### src/rtl/uart_tx_arbiter.sv
// Shares one uart transmitter between N_REQ byte producers, round-robin, one byte per grant.
// Latency: req seen in IDLE at edge k -> uart_transmit high in cycle k+1; ack one cycle after is_transmitting falls.
// Backpressure: producers hold req until ack; no grant while the uart reports is_transmitting.
//
// Ports:
//   clk, rst (async, active-high)
//   req[N_REQ], req_byte[8*N_REQ]     producer side, byte i on [8*i+7:8*i]
//   ack[N_REQ], grant_id, busy        producer status
//   uart_transmit, uart_tx_byte       to the uart transmit pins
//   uart_is_transmitting              from the uart
//   tx_error                          timeout abort pulse
// Optional feature: define UART_TX_ARB_TIMEOUT_EN to abort a launch the uart never
// picks up within TIMEOUT cycles; otherwise tx_error is tied low and WAIT_ST waits forever.
module uart_tx_arbiter #(
   parameter int N_REQ   = 4,
   parameter int TIMEOUT = 64
) (
   input  logic                       clk,
   input  logic                       rst,
   input  logic [N_REQ-1:0]           req,
   input  logic [8*N_REQ-1:0]         req_byte,
   output logic [N_REQ-1:0]           ack,
   output logic [$clog2(N_REQ)-1:0]   grant_id,
   output logic                       busy,
   output logic                       uart_transmit,
   output logic [7:0]                 uart_tx_byte,
   input  logic                       uart_is_transmitting,
   output logic                       tx_error
);

   localparam int IDW = $clog2(N_REQ);

   typedef enum logic [2:0] {
      S_IDLE,
      S_LAUNCH,
      S_WAIT_ST,
      S_WAIT_END,
      S_DONE
   } state_t;

   state_t           state_q;
   logic [IDW-1:0]   last_q;
   logic [IDW-1:0]   grant_q;
   logic [7:0]       byte_q;
   logic             busy_q;
   logic             xmit_q;
   logic [N_REQ-1:0] ack_q;

`ifdef UART_TX_ARB_TIMEOUT_EN
   localparam int CNT_W = $clog2(TIMEOUT);
   logic [CNT_W-1:0] cnt_q;
   logic             err_q;
`endif

   // Round-robin pick: first set request scanning last+1, last+2, ... mod N_REQ.
   // The modulo keeps unused indices of a non-power-of-2 N_REQ out of reach.
   logic             win_vld_d;
   logic [IDW-1:0]   win_idx_d;
   logic [IDW-1:0]   cand_d;

   always_comb begin
      win_vld_d = 1'b0;
      win_idx_d = '0;
      cand_d    = '0;
      for (int i = 1; i <= N_REQ; i++) begin
         cand_d = IDW'((int'(last_q) + i) % N_REQ);
         if (!win_vld_d && req[cand_d]) begin
            win_vld_d = 1'b1;
            win_idx_d = cand_d;
         end
      end
   end

   always_ff @(posedge clk or posedge rst) begin
      if (rst) begin
         state_q <= S_IDLE;
         last_q  <= IDW'(N_REQ - 1);
         grant_q <= '0;
         byte_q  <= 8'h00;
         busy_q  <= 1'b0;
         xmit_q  <= 1'b0;
         ack_q   <= '0;
`ifdef UART_TX_ARB_TIMEOUT_EN
         cnt_q   <= '0;
         err_q   <= 1'b0;
`endif
      end else begin
         // Pulse outputs default low; states below raise them for one cycle.
         xmit_q <= 1'b0;
         ack_q  <= '0;
`ifdef UART_TX_ARB_TIMEOUT_EN
         err_q  <= 1'b0;
`endif
         case (state_q)
            S_IDLE: begin
               // A high is_transmitting means someone else owns the uart: hold off.
               if (win_vld_d && !uart_is_transmitting) begin
                  grant_q <= win_idx_d;
                  byte_q  <= req_byte[8*win_idx_d +: 8];
                  busy_q  <= 1'b1;
                  xmit_q  <= 1'b1;
                  state_q <= S_LAUNCH;
               end
            end
            S_LAUNCH: begin
`ifdef UART_TX_ARB_TIMEOUT_EN
               cnt_q   <= '0;
`endif
               state_q <= S_WAIT_ST;
            end
            S_WAIT_ST: begin
`ifdef UART_TX_ARB_TIMEOUT_EN
               // cnt_q holds (cycles since LAUNCH) - 1, so the error pulse lands
               // exactly TIMEOUT cycles after the transmit pulse.
               if (uart_is_transmitting) begin
                  state_q <= S_WAIT_END;
               end else if (cnt_q == CNT_W'(TIMEOUT - 2)) begin
                  err_q   <= 1'b1;
                  busy_q  <= 1'b0;
                  last_q  <= grant_q;
                  state_q <= S_IDLE;
               end else begin
                  cnt_q   <= cnt_q + 1'b1;
               end
`else
               if (uart_is_transmitting) begin
                  state_q <= S_WAIT_END;
               end
`endif
            end
            S_WAIT_END: begin
               if (!uart_is_transmitting) begin
                  ack_q   <= {{(N_REQ-1){1'b0}}, 1'b1} << grant_q;
                  busy_q  <= 1'b0;
                  state_q <= S_DONE;
               end
            end
            S_DONE: begin
               last_q  <= grant_q;
               state_q <= S_IDLE;
            end
            default: begin
               state_q <= S_IDLE;
            end
         endcase
      end
   end

   assign ack           = ack_q;
   assign grant_id      = grant_q;
   assign busy          = busy_q;
   assign uart_transmit = xmit_q;
   assign uart_tx_byte  = byte_q;

`ifdef UART_TX_ARB_TIMEOUT_EN
   assign tx_error = err_q;
`else
   assign tx_error = 1'b0;
`endif

endmodule

### config.mk
export PLATFORM = sky130hd
export DESIGN_NAME = uart_tx_arbiter
export DESIGN_NICKNAME = d
export VERILOG_FILES = /design/src/rtl/uart_tx_arbiter.sv
export SDC_FILE = /design/constraint.sdc
export NUM_CORES = 1
export LEC_CHECK = 0
export CORE_MARGIN = 1.5
export CORE_UTILIZATION = 38
export DETAILED_ROUTE_END_ITERATION = 12
export PLACE_DENSITY = 0.8
export SYNTH_ARGS = -nofsm -noshare
export SYNTH_HDL_FRONTEND = slang
export SYNTH_SLANG_ARGS = --single-unit
### constraint.sdc
create_clock -name clk -period 3.01 [get_ports clk]
set_input_delay 0.602 -clock clk [delete_from_list [all_inputs] [get_ports clk]]
set_output_delay 0.602 -clock clk [all_outputs]
set_load 0.1 [all_outputs]
==> run_results.csv <==
group,metric,value,unit
setup_path,critPathLaunch,"req[1]",
die,coreArea,0.00305,mm²
logic_synthesis,yosysMostFrequentCell,"nand3_1",
clock_network,cts-root-buf,"clkbuf_4",
sta,fin_setup_tns,0,ns
sta,slew_headroom,47.7,%
clock_network,cts_buffer_depth,2,
clock_network,cts_hold_buffers,0,
setup_path,worstPathRequired,3.18,ns
global_routing,grt_overflow,0,
finish,drive_above_1_share,15.9,%
hold_path,hp-class,"register to register",
finish,final.fill_count,275,
setup_path,critPathSlowestCell,"or4_1",
logic_synthesis,synthFlopType,"dfrtp_1",
global_routing,grt_pass1_vias,1129,
detailed_routing,ant_nets,0,
global_routing,grt_pass1_wl,5030,µm
clock_network,h-tree-depth,1,
die,die_area,0.00359,mm²
setup_path,crit_family,"simple AND/OR/NAND/NOR gates",
sta,period_share,81.2,%
logic_synthesis,synth_area,0.00123,mm²
sta,slew_viol_final,0,
sta,layout_min_cycle_time,2.44,ns
setup_path,r2r-start,"state_q[2]",
die,chipWidth,59.9,µm
sta,worst_pin_slew,0.783,ns
clock_network,cts_tree,"yes",
finish,synthToLayoutAreaGrowth,42.4,%
die,rows,20,
detailed_routing,drc,0,
clock_network,clk_latency,0.30,ns
logic_synthesis,synth_common_cells,"33 x nand3_1, 19 x dfrtp_1, 16 x a311oi_1, 8 x and2_1, 7 x nor2_1",
detailed_routing,dr.pass1.iters,4,
global_routing,grt_max_degree,22,
finish,multi_input_area,623,µm²
clock_network,cts_buffers,3,
finish,antenna_cells,0,
place,place_hpwl,2440,µm
clock_network,clk_pin_slew,0.12,ns
sta,hold_violations,0,
logic_synthesis,ys_async_sr_fraction,100,%
hold_path,hp-start,"grant_id[0]",
detailed_routing,drt_iter0_markers,32,
global_routing,grt_antenna_before_repair,0,
sta,rsz0062_at_grt,"false",
setup_path,worstPathCellList,"clkdlybuf4s50_1 -> or4_1 -> nand2_4 -> nor2_2 -> a311oi_1 -> nand3_1",
setup_path,worstSetupStartpointType,"input pin",
die,ios,56,
logic_synthesis,post_synth.cell_area_avg,9.25,µm²
setup_path,cp-end-kind,"register",
power,vdd_ir_drop_max,0.000636,V
logic_synthesis,synth_cell_types,34,
global_routing,grt_usage,18.8,%
status,outcome,"finished, final reports clean",
logic_synthesis,synth_cells,133,
finish,layout.nets,222,
hold_path,min_delay_path_depth,1,
die,start_util,40.3,%
die,die_h,59.9,µm
clock_network,cts_setup_buffers,0,
place,port_buffers,54,
logic_synthesis,yosys.area.top_type_share,38.7,%
clock_network,post_cts_resized,0,
detailed_routing,wl,3160,µm
logic_synthesis,mappedNetlistNets,172,
setup_path,ff2ff_path_depth,5,
setup_path,critPathArrivalTime,2.62,ns
setup_path,crit_type,"input pin to register",
job,maxCapViolCount,0,
power,powerDensity,1030,mW/mm²
place,place.gp.congestion,0.834,
power,power_leakage,0.727,nW
sta,setup_viol_count_final,0,
detailed_routing,vias,1192,
logic_synthesis,yosys_warnings,0,
sta,max_freq,409,MHz
logic_synthesis,seq_area_frac_synth,42.9,%
finish,post-route-util,57.4,%
finish,seq_area,528,µm²
logic_synthesis,synth_edf_count,0,
sta,layout_setup_ws,0.566,ns
setup_path,critPathBufInv,1,
logic_synthesis,yosysTopAreaCell,"dfrtp_1",
setup_path,worstPathMaxFanout,14,
detailed_routing,wl_per_cell,14.0,µm
clock_network,cts.sinks,21,
sta,worst_clock_skew,0.0131,ns
place,pre_cts_ws,0.263,ns
logic_synthesis,yosys-top-cells-area,"dfrtp_1 39%, nand3_1 13%, a311oi_1 11%",
setup_path,cp_slowest_stage_delay,0.76,ns
detailed_routing,detail_route.vias_per_cell,5.27,
logic_synthesis,synth-seq-cells,21,
setup_path,worst-path-stages,6,
==> worst paths after layout <==
kind | endpoint | slack (ns)
min in group asynchronous | ack[3] | 0.74
max in group asynchronous | uart_tx_byte[1] | 1.77
min | ack[2] | 0.55
max | uart_tx_byte[5] | 0.57
min reg2reg | ack[2] | 0.55
max reg2reg | uart_tx_byte[5] | 1.04
==> metal layers <==
| metal | vias to the layer above | wire length (µm) | track usage, % |
|---|---|---|---|
| met5 | - | 0 | 0 |
| met2 | 56 | 1530 | 31.2 |
| met1 | 540 | 1370 | 24.4 |
| li1 | 592 | - | - |
| met4 | 0 | 34 | 5.08 |
| met3 | 4 | 228 | 4.33 |
==> power by group <==
group | switching (mW) | internal [mW] | leakage [nW]
Sequential | 0.0992 | 0.399 | 0.263
Clock | 0.0831 | 0.0515 | 0.0150
Combinational | 0.860 | 0.306 | 0.449
==> cell usage in the layout, fill, tap and decap left out <==
cell,synthesis,final
clkbuf_1,3,1
clkbuf_4,0,3
a21o_1,2,2
and2_4,1,1
inv_1,2,2
dfrtp_1,19,19
nand2b_1,3,3
nor3b_1,2,2
nand3_1,33,33
nand2_4,1,1
a311o_1,1,1
and2_1,8,8
o21ai_1,1,1
a21bo_1,1,1
a21oi_1,1,1
and3_1,2,2
nor3_1,3,3
clkdlybuf4s50_1,0,38
or2_1,1,1
inv_2,1,1
o21ai_0,2,2
nor2_2,1,1
dfstp_2,2,2
buf_4,1,17
nor4_4,1,1
conb_1,1,1
or4_1,1,1
mux2_2,2,2
a311oi_1,16,16
nor2_1,7,7
or2b_1,1,1
a22oi_1,1,1
nand2_1,6,6
==> cell type report <==
type                    count  area share [%]
multi-input cells          99            35.6
inverters                   3           0.643
flip-flops and latches     21            30.1
repair buffers             55            29.0
well taps                  44            3.14
clock buffers               4            1.50
==> sequential cells by signal (all words and copies together) (netlist names) <==
name / flops
ack: 4
uart_transmit: 1
state_q: 3
uart_tx_byte: 8
grant_id: 2
busy: 1
last_q: 2
==> worst reg2reg max path, cell delays in order, from the launching register on <==
cell	delay, ns
dfrtp_1	0.47
nor4_4	0.59
nand2_4	0.19
nor2_2	0.37
a311oi_1	0.16
nand3_1	0.12
==> through the flow <==
| stage | std cells | cell area [µm²] | power (mW) | hold WS [ns] |
|---|---|---|---|---|
| 2_1_floorplan | 133 | 1230 | 1.42 | 0.518 |
| 3_3_place_gp | 222 | 1730 | 1.65 | 0.528 |
| 3_5_place_dp | 222 | 1730 | 1.67 | 0.533 |
| 4_1_cts | 226 | 1750 | 1.80 | 0.550 |
| 5_1_grt | 226 | 1750 | 1.90 | 0.609 |
| 6_report | 226 | 1750 | 1.80 | 0.552 |
==> kinds of logic (layout without fill, tap and decap cells) <==
kind of cell | count (synthesis) | count (layout) | synth area share (%)
AOI/OAI and AO/OA | 25 | 25 | 16.5
buffers and inverters | 13 | 62 | 6.41
and+or+nand+nor | 71 | 71 | 32.0
DFF | 21 | 21 | 42.9
other | 1 | 1 | 0.305
muxes | 2 | 2 | 1.83
(Power assumes the default switching activity.)
==> variant 1, RTL diff (config.mk and constraints unchanged) <==
Encoding of `state_t`: now one-hot (5 bits for 5 states).
--- a/src/rtl/uart_tx_arbiter.sv
+++ b/src/rtl/uart_tx_arbiter.sv
@@ -32,8 +32,8 @@
 
-   typedef enum logic [2:0] {
-      S_IDLE,
-      S_LAUNCH,
-      S_WAIT_ST,
-      S_WAIT_END,
-      S_DONE
+   typedef enum logic [4:0] {
+      S_IDLE     = 5'b00001,
+      S_LAUNCH   = 5'b00010,
+      S_WAIT_ST  = 5'b00100,
+      S_WAIT_END = 5'b01000,
+      S_DONE     = 5'b10000
    } state_t;
Check against the original RTL: no difference found for any inputs over 10 cycles, from zero or initial values and one cycle with rst high; not proved beyond that.
==> variant 1 against the original RTL <==
- worst setup slack improved by 0.086 ns
- synthesized cell count is 8.3% lower
- wire length rose by 7.1%
- synthesized area rose by 7.0%
- total power is 12% lower
- design area up 5.9%
- sequential cell count up 2
- largest cell class unchanged
- largest power group unchanged
==> variant 1: results <==
metrics = {
    "setup_path": {
        "regToRegSetupSlack_ns": 0.98,
        "r2r_end": "uart_tx_byte[3]",
        "arrival_time_of_the_worst_setup_path_ns": 2.57,
        "crit_fanout": 10,
        "worstRegToRegCells": 5,
        "r2r_start": "last_q[0]",
        "timing_startpoint_of_the_critical_path": "req[3]",
    },
    "status": {
        "run_status": "finished, final reports clean",
    },
    "sta": {
        "hold-worst-slack_ns": 0.5058,
        "skew_ns": 0.007987,
        "worst-slew-pin-transition_ns": 0.8631,
    },
    "synth": {
        "post_synth_num_cell_types": 42,
        "muxShareOfSynthArea_pct": 7.700,
        "synthesis.nets": 161,
        "dominantRegCellSynth": "sky130_fd_sc_hd__dfrtp_1",
        "yosysWarningCount": 0,
        "xor_xnor_share_of_the_synthesized_area_pct": 1.331,
        "register_area_share_after_synthesis_pct": 44.01,
        "post_synth_most_frequent_cells": "sky130_fd_sc_hd__dfrtp_1, sky130_fd_sc_hd__nand2_1",
        "yosys.area_share.adder_pct": 0,
        "async_reset_ff_share_pct": 100.0,
        "synth_compound_area_share_pct": 23.29,
        "ys_top_cells_by_area": "sky130_fd_sc_hd__dfrtp_1, sky130_fd_sc_hd__dfstp_2, sky130_fd_sc_hd__mux2_1",
        "cell_count_after_synthesis": 122,
    },
    "placed_design": {
        "detailedPlacementHpwl_um": 2704,
        "gp_congestion": 0.7579,
        "numPlacedInstances": 217,
        "placed_cell_area_um2": 1828,
        "port-buffer-count": 54,
    },
    "global_route": {
        "track_usage_pct": 17.86,
        "initial_antenna_violation_count": 0,
        "grt_start_max_net_pins": 24,
        "first_global_vias": 1139,
        "grt_pass1_wl_um": 5119,
        "grt_remaining_overflow": 0,
    },
    "power_and_ir_drop": {
        "ir_worst_vdd_mv": 0.2739,
        "power.switching_fraction_pct": 54.73,
        "leakage_uw": 0.0007534,
    },
    "worst_hold_path": {
        "timing.hold.worst.class": "flop to flop",
        "whs_path_depth": 1,
        "worst_hold_path.endpoint": "ack[0]",
        "hold_start": "grant_id[1]",
    },
    "final_layout": {
        "num-fill-cells": 319,
        "antenna_cells": 0,
        "largest_reg_flops": 8,
        "post_route_cells_drive_above_1_share_pct": 18.86,
    },
    "route": {
        "post_drt_wl_per_cell_um": 15.32,
        "drc_marker_count_from_the_first_detailed_route_iteration": 38,
        "vias_per_cell": 5.443,
        "wirelength_um": 3385,
        "drt-pass1-iter-count": 4,
    },
    "clock_tree": {
        "clk_path_buf_depth": 2,
        "worst_skew_pair.late_latency_ns": 0.31,
        "maximum_level_of_the_cts_h_tree": 1,
        "cts.root.buffer_cell": "sky130_fd_sc_hd__clkbuf_4",
        "cts_repair_resize_count": 0,
        "postCtsSetupRepairBufs": 0,
        "cts_inserted_buffers": 3,
        "clk_pin_slew_ns": 0.13,
    },
}
-- variant 1: changes by cell type in the layout (fill, tap and decap cells not counted), moves of 3 or more --
cell / delta
sky130_fd_sc_hd__a311oi_1: -16
sky130_fd_sc_hd__and2_1: -8
sky130_fd_sc_hd__mux2_1: +7
sky130_fd_sc_hd__nand2b_1: +3
sky130_fd_sc_hd__nand3_1: -33
sky130_fd_sc_hd__nor4_1: +3
sky130_fd_sc_hd__o2111ai_1: +7
sky130_fd_sc_hd__o221a_1: +7
sky130_fd_sc_hd__o31ai_1: +7
-- variant 1: layout make-up --
type,count,area share [%]
Clock buffer,4,1.417
Timing Repair Buffer,56,27.80
Sequential cell,23,31.24
Multi-Input combinational cell,88,35.63
Tap cell,46,3.104
Inverter,4,0.8097
-- variant 1: how the worst max path moves through the flow --
stage	end	slack, ns	cells after the start
CTS	uart_tx_byte[3]	0.65	5
floorplan	uart_tx_byte[2]	1.07	5
global placement	uart_tx_byte[2]	0.37	5
detailed placement	uart_tx_byte[2]	0.31	5
finish	uart_tx_byte[3]	0.65	5
global route	uart_tx_byte[3]	0.56	6
-- variant 1: layer usage --
| layer | global-route usage (%) | vias up | part of all wire [%] |
|---|---|---|---|
| met2 | 32.93 | 30 | 57 |
| met1 | 22.29 | 596 | 40 |
| li1 | - | 575 | - |
| met5 | 0 | - | 0 |
| met4 | 3.951 | 0 | 0.47 |
| met3 | 2.070 | 2 | 2.9 |
-- variant 1: power by group through the flow --
stage               Combinational (uW)  Sequential (uW)  Clock [uW]
global placement                   942              481           0
CTS                                954              482         145
floorplan                          237              971           0
detailed placement                 953              488           0
global route                       998              495         162
finish                             952              482         145
-- variant 1: cells by family (layout without fill, tap and decap cells) --
kind of cell	count (synthesis)	in the layout
simple gates	39	39
compound gates	37	37
flops	23	23
buf+inv	11	64
mux	9	9
xor+xnor	2	2
other cells	1	1
-- variant 1: through the flow --
stage	util (%)	setup WS (ns)	total power [uW]
after floorplan	-	1.072	1208
after global placement	54.78	0.3676	1423
after detailed placement	54.78	0.3074	1441
after CTS	55.57	0.6482	1582
after global routing	55.57	0.5621	1654
final	55.57	0.6523	1579
-- variant 1: critical path, stage by stage --
cell and delay (ns):
sky130_fd_sc_hd__clkdlybuf4s50_1 0.52, sky130_fd_sc_hd__o21a_1 0.37, sky130_fd_sc_hd__nor3_4 0.49, sky130_fd_sc_hd__mux2_1 0.37, sky130_fd_sc_hd__o211a_1 0.23
==> variant 2, RTL diff (config.mk and constraints unchanged) <==
Made on the original files. `N_REQ`: 4 -> 8.
--- a/src/rtl/uart_tx_arbiter.sv
+++ b/src/rtl/uart_tx_arbiter.sv
@@ -14,3 +14,3 @@
 module uart_tx_arbiter #(
-   parameter int N_REQ   = 4,
+   parameter int N_REQ   = 8,
    parameter int TIMEOUT = 64
Interface: changed (resized ack, grant_id, req and req_byte); port bits go from 56 to 97. No check against the original RTL was run, so the function may have changed too.
==> variant 2 against the original RTL <==
- the flow now finishes with violations (design-rule violations, negative setup slack)
- design area rose by 140%
- wire length rose to 2.8 times the old value
- synthesized area rose by 110%
- worst setup slack got worse by 0.85 ns
- sequential share of layout area fell by 14 points
- sequential cell count rose by 6
- clock skew fell by 0.0069 ns
- via count rose by 140%
- critical path type is now flop to flop
- highest routed layer unchanged
Power is not shown: default switching activity piles up to over one toggle a cycle in this logic, so the estimate is an artifact.
==> variant 2: results <==
metrics = {
    "status": {
        "run_status": "finished, violations left",
        "violations": "design-rule violations, negative setup slack",
    },
    "sta": {
        "setup-violations-final": 10,
        "worst_slack_ns": -0.2812,
        "hold-worst-slack_ns": 0.4918,
        "slew-limit-headroom_pct": 38.29,
    },
    "setup_path": {
        "timing.critical_path.slowest_stage_cell": "sky130_fd_sc_hd__dfstp_2",
        "worstRegToRegCells": 14,
        "arrival_time_of_the_worst_setup_path_ns": 3.48,
        "critical_path.max_stage_delay_ns": 0.58,
        "crit_fanout": 6,
    },
    "synth": {
        "xor_xnor_share_of_the_synthesized_area_pct": 2.567,
        "cell_count_after_synthesis": 281,
        "muxShareOfSynthArea_pct": 16.61,
        "post_synth_most_frequent_cells": "sky130_fd_sc_hd__inv_1, sky130_fd_sc_hd__nand2_1, sky130_fd_sc_hd__dfrtp_1, sky130_fd_sc_hd__mux2i_1, sky130_fd_sc_hd__nor2_1",
    },
    "route": {
        "route.met2.wl_um": 4485,
        "drc_marker_count_from_the_first_detailed_route_iteration": 250,
        "drt-pass1-iter-count": 9,
        "detail_route.drc_violations": 2,
    },
    "final_layout": {
        "post_route_cells_drive_above_1_share_pct": 37.74,
    },
    "global_route": {
        "grt_start_max_net_pins": 26,
        "gr_met3_demand_resource_pct": 2.043,
    },
    "placed_design": {
        "detailedPlacementHpwl_um": 6183,
        "dp_worst_setup_slack_ns": -0.6307,
    },
    "clock_tree": {
        "clk_pin_slew_ns": 0.09,
        "worst_skew_pair.late_latency_ns": 0.27,
    },
    "worst_hold_path": {
        "hold_start": "busy",
    },
}
-- variant 2: changes by cell type after synthesis, moves of 6 or more --
cell and delta:
sky130_fd_sc_hd__a21oi_1 +19, sky130_fd_sc_hd__a221oi_2 +8, sky130_fd_sc_hd__a22o_1 +9, sky130_fd_sc_hd__a311oi_1 -16, sky130_fd_sc_hd__and2_1 -6, sky130_fd_sc_hd__buf_2 +8, sky130_fd_sc_hd__inv_1 +25, sky130_fd_sc_hd__mux2i_1 +23
sky130_fd_sc_hd__nand2_1 +19, sky130_fd_sc_hd__nand2b_4 +7, sky130_fd_sc_hd__nand3_1 -26, sky130_fd_sc_hd__nor2_1 +16, sky130_fd_sc_hd__o221ai_1 +18
-- variant 2: final cells by class --
type                            count  area (um^2)  share of cell area (%)
Timing Repair Buffer              146         1353                   31.57
Inverter                           27        103.9                   2.424
Clock buffer                        3        41.29                  0.9638
Sequential cell                    27        679.4                   15.86
Clock inverter                      1        5.005                  0.1168
Multi-Input combinational cell    212         2006                   46.82
Tap cell                           77        96.34                   2.249
